--- src/rtl/echo_tof_capture.sv ---
// rtl/echo_tof_capture.sv - ultrasonic echo time-of-flight capture after a burst
// Blanks transducer ringing, then times a glitch-filtered echo or reports a timeout.
module echo_tof_capture #(
  parameter int CNT_W       = 16,
  parameter int BLANK_CYC   = 480,
  parameter int TIMEOUT_CYC = 60000,
  parameter int ECHO_MIN_HI = 3
) (
  input  logic             gclk,
  input  logic             rst,
  input  logic             burst_finish,
  input  logic             echo_in,
  output logic             busy,
  output logic [CNT_W-1:0] tof_cnt,
  output logic             tof_timeout,
  output logic             tof_valid
);

  localparam int HI_W = $clog2(ECHO_MIN_HI + 1);
  localparam logic [CNT_W-1:0] BLANK_LAST = CNT_W'(BLANK_CYC - 1);
  localparam logic [CNT_W-1:0] TO_LAST    = CNT_W'(TIMEOUT_CYC - 1);
  localparam logic [HI_W-1:0]  HI_LAST    = HI_W'(ECHO_MIN_HI - 1);

  typedef enum logic [1:0] {IDLE, BLANK, LISTEN} state_t;

  state_t            state, state_nxt;
  logic              echo_m, echo_s, bf_d;
  logic [CNT_W-1:0]  cnt, cnt_nxt;
  logic [HI_W-1:0]   hi_run, hi_run_nxt;
  logic              armed, armed_nxt;
  logic              start, detect, timeout;

  // bf_d resets high so a burst_finish level held across reset is not seen as an edge
  always_ff @(posedge gclk or posedge rst) begin
    if (rst) begin
      echo_m <= 1'b0;
      echo_s <= 1'b0;
      bf_d   <= 1'b1;
    end else begin
      echo_m <= echo_in;
      echo_s <= echo_m;
      bf_d   <= burst_finish;
    end
  end

  assign start   = burst_finish & ~bf_d;
  assign detect  = (state == LISTEN) & armed & echo_s & (hi_run == HI_LAST);
  assign timeout = (state == LISTEN) & (cnt == TO_LAST) & ~detect;

  always_ff @(posedge gclk or posedge rst) begin
    if (rst) state <= IDLE;
    else     state <= state_nxt;
  end

  always_comb begin
    state_nxt = state;
    case (state)
      IDLE:    if (start) state_nxt = BLANK;
      BLANK:   if (cnt == BLANK_LAST) state_nxt = LISTEN;
      LISTEN:  if (detect | timeout) state_nxt = IDLE;
      default: state_nxt = IDLE;
    endcase
  end

  // Arming waits for echo_s to be low once, so ringing still high at LISTEN entry cannot detect
  always_comb begin
    cnt_nxt    = cnt;
    hi_run_nxt = hi_run;
    armed_nxt  = armed;
    case (state)
      IDLE: begin
        if (start) begin
          cnt_nxt    = '0;
          hi_run_nxt = '0;
          armed_nxt  = 1'b0;
        end
      end
      BLANK: cnt_nxt = cnt + CNT_W'(1);
      LISTEN: begin
        cnt_nxt = cnt + CNT_W'(1);
        if (!echo_s) begin
          armed_nxt  = 1'b1;
          hi_run_nxt = '0;
        end else if (armed) begin
          hi_run_nxt = hi_run + HI_W'(1);
        end
      end
      default: cnt_nxt = cnt;
    endcase
  end

  always_ff @(posedge gclk or posedge rst) begin
    if (rst) begin
      cnt         <= '0;
      hi_run      <= '0;
      armed       <= 1'b0;
      busy        <= 1'b0;
      tof_cnt     <= '0;
      tof_timeout <= 1'b0;
      tof_valid   <= 1'b0;
    end else begin
      cnt       <= cnt_nxt;
      hi_run    <= hi_run_nxt;
      armed     <= armed_nxt;
      busy      <= (state_nxt != IDLE);
      tof_valid <= detect | timeout;
      if (detect) begin
        tof_cnt     <= cnt;
        tof_timeout <= 1'b0;
      end else if (timeout) begin
        tof_cnt     <= '1;
        tof_timeout <= 1'b1;
      end
    end
  end

endmodule

--- config.mk ---
export PLATFORM = sky130hd
export DESIGN_NAME = echo_tof_capture
export DESIGN_NICKNAME = d
export VERILOG_FILES = /design/src/rtl/echo_tof_capture.sv
export SDC_FILE = /design/constraint.sdc
export NUM_CORES = 1
export LEC_CHECK = 0
export BUFFER_PORTS_ARGS = -buffer_cell sky130_fd_sc_hd__buf_2
export CORE_ASPECT_RATIO = 1.4
export CORE_MARGIN = 2
export CORE_UTILIZATION = 50
export DETAILED_ROUTE_END_ITERATION = 7
export GPL_TIMING_DRIVEN = 1
export PLACE_DENSITY = 0.79
export SKIP_CTS_REPAIR_TIMING = 1
export SLEW_MARGIN = 20
export SYNTH_ARGS = -nofsm -noshare
export SYNTH_HDL_FRONTEND = slang
export SYNTH_SLANG_ARGS = --single-unit
--- constraint.sdc ---
create_clock -name gclk -period 5.2 [get_ports gclk]
set_clock_uncertainty 0.05 [all_clocks]
set_input_delay 0.26 -clock gclk [delete_from_list [all_inputs] [get_ports gclk]]
set_output_delay 0.26 -clock gclk [all_outputs]
set_load 0.05 [all_outputs]
==> impl_metrics.xml <==
<?xml version="1.0" encoding="UTF-8"?>
<metrics>
  <group name="critical_path">
    <metric name="cp-start-kind" unit="">register</metric>
    <metric name="critical-path-max-stage-delay" unit="ps">800</metric>
    <metric name="critPathBufInv" unit="">1</metric>
    <metric name="worst_ep_required" unit="ps">5390</metric>
    <metric name="r2r_end" unit="">tof_cnt[9]</metric>
    <metric name="reg2reg_depth" unit="">5</metric>
    <metric name="path_delay_family" unit="">simple AND/OR/NAND/NOR gates</metric>
    <metric name="timing.setup.critical_path_class" unit="">reg2reg</metric>
    <metric name="path_cells" unit="">inv_1 -&gt; ha_1 -&gt; nand4_1 -&gt; nand2_4 -&gt; o22a_1</metric>
    <metric name="worst_path_max_delay_cell" unit="">sky130_fd_sc_hd__nand4_1</metric>
    <metric name="reg2reg_setup_slack" unit="ps">2670</metric>
    <metric name="startpoint" unit="">state[0]</metric>
    <metric name="crit_arrival" unit="ps">2720</metric>
    <metric name="crit-reg2reg-launch" unit="">state[0]</metric>
    <metric name="critical_path_peak_fanout" unit="">21</metric>
    <metric name="critPathCaptureType" unit="">register</metric>
  </group>
  <group name="route">
    <metric name="totalWireLength" unit="mm">4.726</metric>
    <metric name="wl_per_cell" unit="um">18.04</metric>
    <metric name="drt-pass1-iter-count" unit="">6</metric>
    <metric name="number_of_violations_reported_at_the_end_of_detailed_routing_iteration_0" unit="">52</metric>
    <metric name="num_vias" unit="">1673</metric>
    <metric name="detail-route-antenna-nets" unit="">0</metric>
    <metric name="remaining_drc_errors" unit="">3</metric>
    <metric name="viasPerCell" unit="">6.385</metric>
  </group>
  <group name="timing">
    <metric name="setup_viol_count_final" unit="">0</metric>
    <metric name="slew_viol_final" unit="">0</metric>
    <metric name="ratio_of_final_minimum_period_to_clock_period" unit="">0.4862</metric>
    <metric name="slew_headroom" unit="">0.3615</metric>
    <metric name="finalSetupTns" unit="ps">0</metric>
    <metric name="maxClockFrequency" unit="MHz">395.5</metric>
    <metric name="rsz0062_at_grt" unit="">no</metric>
    <metric name="timing_worst_slew_pin_value" unit="ps">954.9</metric>
    <metric name="finalHoldViolCount" unit="">0</metric>
    <metric name="setup_ws" unit="ps">2672</metric>
    <metric name="final.min_clock_period" unit="ps">2528</metric>
  </group>
  <group name="synthesis">
    <metric name="ys_seq_area_frac" unit="">0.5116</metric>
    <metric name="yosys.area.top_type" unit="">sky130_fd_sc_hd__dfrtp_1</metric>
    <metric name="netlist_area" unit="um2">2106</metric>
    <metric name="synth_warnings" unit="">0</metric>
    <metric name="synth.cells.most_frequent" unit="">sky130_fd_sc_hd__dfrtp_1, sky130_fd_sc_hd__o22a_1, sky130_fd_sc_hd__a21oi_1, sky130_fd_sc_hd__nand2_1</metric>
    <metric name="distinct_cell_type_count_of_the_synthesized_netlist" unit="">41</metric>
    <metric name="synth-edff-count" unit="">0</metric>
    <metric name="yosys-top-cells-area" unit="">sky130_fd_sc_hd__dfrtp_1, sky130_fd_sc_hd__o22a_1, sky130_fd_sc_hd__ha_1</metric>
    <metric name="yosys.cell_count.top_type" unit="">sky130_fd_sc_hd__dfrtp_1</metric>
    <metric name="synth_cells" unit="">195</metric>
    <metric name="ys_dominant_reg_cell" unit="">sky130_fd_sc_hd__dfrtp_1</metric>
    <metric name="post_synth.cell_area_avg" unit="um2">10.80</metric>
    <metric name="synth_largest_type_area_fraction" unit="">0.4991</metric>
    <metric name="ys_async_sr_fraction" unit="">1.000</metric>
    <metric name="yosys_register_bits" unit="">43</metric>
    <metric name="syn_nets" unit="">205</metric>
  </group>
  <group name="worst_hold_path">
    <metric name="timing.hold.worst_path_depth" unit="">1</metric>
    <metric name="hold_class" unit="">in2reg</metric>
    <metric name="hold_end" unit="">echo_m</metric>
    <metric name="timing.hold.worst.start" unit="">echo_in</metric>
  </group>
  <group name="final_layout">
    <metric name="stdcell_count" unit="">262</metric>
    <metric name="finalNetCount" unit="">228</metric>
    <metric name="antennaDiodeCount" unit="">0</metric>
    <metric name="syn_to_final_growth" unit="%">11.71</metric>
    <metric name="final_design_area_no_fill" unit="um2">2352</metric>
    <metric name="final_core_utilization" unit="">0.5901</metric>
    <metric name="post_route_cells_drive_above_1_share" unit="">0.1826</metric>
  </group>
  <group name="global_route">
    <metric name="grt_remaining_overflow" unit="">0</metric>
    <metric name="first_global_vias" unit="">1691</metric>
    <metric name="antenna_found_initial" unit="">0</metric>
    <metric name="first_pass_grt_wire_length" unit="mm">8.059</metric>
    <metric name="grt_max_degree" unit="">44</metric>
    <metric name="grtUsageTotal" unit="">0.2246</metric>
  </group>
  <group name="floorplan">
    <metric name="initial_core_util" unit="">0.5282</metric>
    <metric name="core_area" unit="um2">3986</metric>
    <metric name="die_width" unit="um">58.85</metric>
    <metric name="io_pins" unit="">23</metric>
    <metric name="die_height" unit="um">80.79</metric>
    <metric name="die-area" unit="um2">4754</metric>
    <metric name="fp-row-count" unit="">27</metric>
  </group>
  <group name="pwr">
    <metric name="power_density" unit="nW/um2">410.1</metric>
    <metric name="cellLeakagePower" unit="nW">1.048</metric>
    <metric name="ir_drop" unit="uV">259.4</metric>
  </group>
  <group name="placed_design">
    <metric name="placedCellCount" unit="">253</metric>
    <metric name="port_buffers" unit="">22</metric>
    <metric name="globalplace.congestion" unit="">0.7992</metric>
    <metric name="dp_slack" unit="ps">2693</metric>
    <metric name="dp_hpwl" unit="mm">3.231</metric>
    <metric name="placed_standard_cell_area" unit="um2">2208</metric>
  </group>
  <group name="cts">
    <metric name="clkSinkCount" unit="">43</metric>
    <metric name="cts.root.buffer_cell" unit="">sky130_fd_sc_hd__clkbuf_8</metric>
    <metric name="clkLatencyLatePin" unit="ps">300</metric>
    <metric name="cts_tree" unit="">done</metric>
    <metric name="clkTransAtPathRegs" unit="ps">80</metric>
    <metric name="ctsHtreeMaxLevel" unit="">2</metric>
    <metric name="numCtsBuffers" unit="">5</metric>
    <metric name="clk_path_buf_depth" unit="">2</metric>
  </group>
  <group name="job">
    <metric name="cap_violations" unit="">0</metric>
  </group>
  <group name="run_status">
    <metric name="failing_checks" unit="">DRC</metric>
    <metric name="outcome" unit="">finished with violations</metric>
  </group>
</metrics>
sequential cells by signal, indices dropped and copies added, names as in the netlist:
register	flops
echo_s	1
tof_timeout	1
echo_m	1
armed	1
cnt	16
tof_valid	1
tof_cnt	16
hi_run	2
busy	1
state	2
bf_d	1
routing by layer:
metal	share of wire	wire length (um)	track usage	vias up
met3	0.038	180	0.04777	9
met1	0.42	1993	0.2683	848
met2	0.52	2475	0.3989	32
met4	0.016	76	0.06818	0
li1	-	-	-	784
met5	0	0	0	-
kinds of logic (layout without fill, tap and decap cells):
| logic type | Yosys count | count (layout) | share of synthesized area |
|---|---|---|---|
| adders and majority gates | 6 | 6 | 0.03565 |
| muxes | 4 | 4 | 0.01901 |
| DFF | 43 | 43 | 0.5116 |
| buffers and inverters | 19 | 43 | 0.05407 |
| AOI/OAI and AO/OA | 61 | 61 | 0.2026 |
| and+or+nand+nor | 62 | 62 | 0.1771 |
per-stage QoR:
step | total power [mW] | hold slack (ps)
2_1_floorplan | 0.5896 | 214.5
3_3_place_gp | 0.6540 | 281.5
3_5_place_dp | 0.6596 | 290.4
4_1_cts | 0.9676 | 8.004
5_1_grt | 1.008 | 9.175
6_report | 0.9646 | 11.51
layout make-up:
type                            count  area [um2]
Tap cell                           43       53.80
Timing Repair Buffer               25       132.6
Clock inverter                      3       67.56
Fill cell                         363        1634
Multi-Input combinational cell    133       914.6
Inverter                           10       37.54
Sequential cell                    43        1077
Clock buffer                        5       68.82
worst max-delay path by stage:
stage | end | cells past startpoint
after CTS | cnt[7] | 6
after detailed placement | cnt[7] | 6
after floorplan | cnt[11] | 8
after global routing | tof_cnt[9] | 5
final | tof_cnt[9] | 5
after global placement | cnt[10] | 6
placed cells by master (no fill, tap or decap), types with 3 or more instances in the layout:
master                      n
sky130_fd_sc_hd__a21oi_1   13
sky130_fd_sc_hd__buf_2     22
sky130_fd_sc_hd__buf_4      3
sky130_fd_sc_hd__clkbuf_8   5
sky130_fd_sc_hd__dfrtp_1   42
sky130_fd_sc_hd__ha_1       6
sky130_fd_sc_hd__inv_1     10
sky130_fd_sc_hd__mux2i_1    4
sky130_fd_sc_hd__nand2_1   13
sky130_fd_sc_hd__nand2b_1   3
sky130_fd_sc_hd__nand3_1    9
sky130_fd_sc_hd__nand4_1    6
sky130_fd_sc_hd__nor2_1     6
sky130_fd_sc_hd__o211ai_1   3
sky130_fd_sc_hd__o21ai_0   10
sky130_fd_sc_hd__o22a_1    16
sky130_fd_sc_hd__o31ai_1    9
sky130_fd_sc_hd__or4_1      8
power breakdown:
group | switching, mW | internal [mW]
clock network | 0.118 | 0.191
logic | 0.184 | 0.0693
registers | 0.0334 | 0.368
Power figures use the tool's default switching activity.
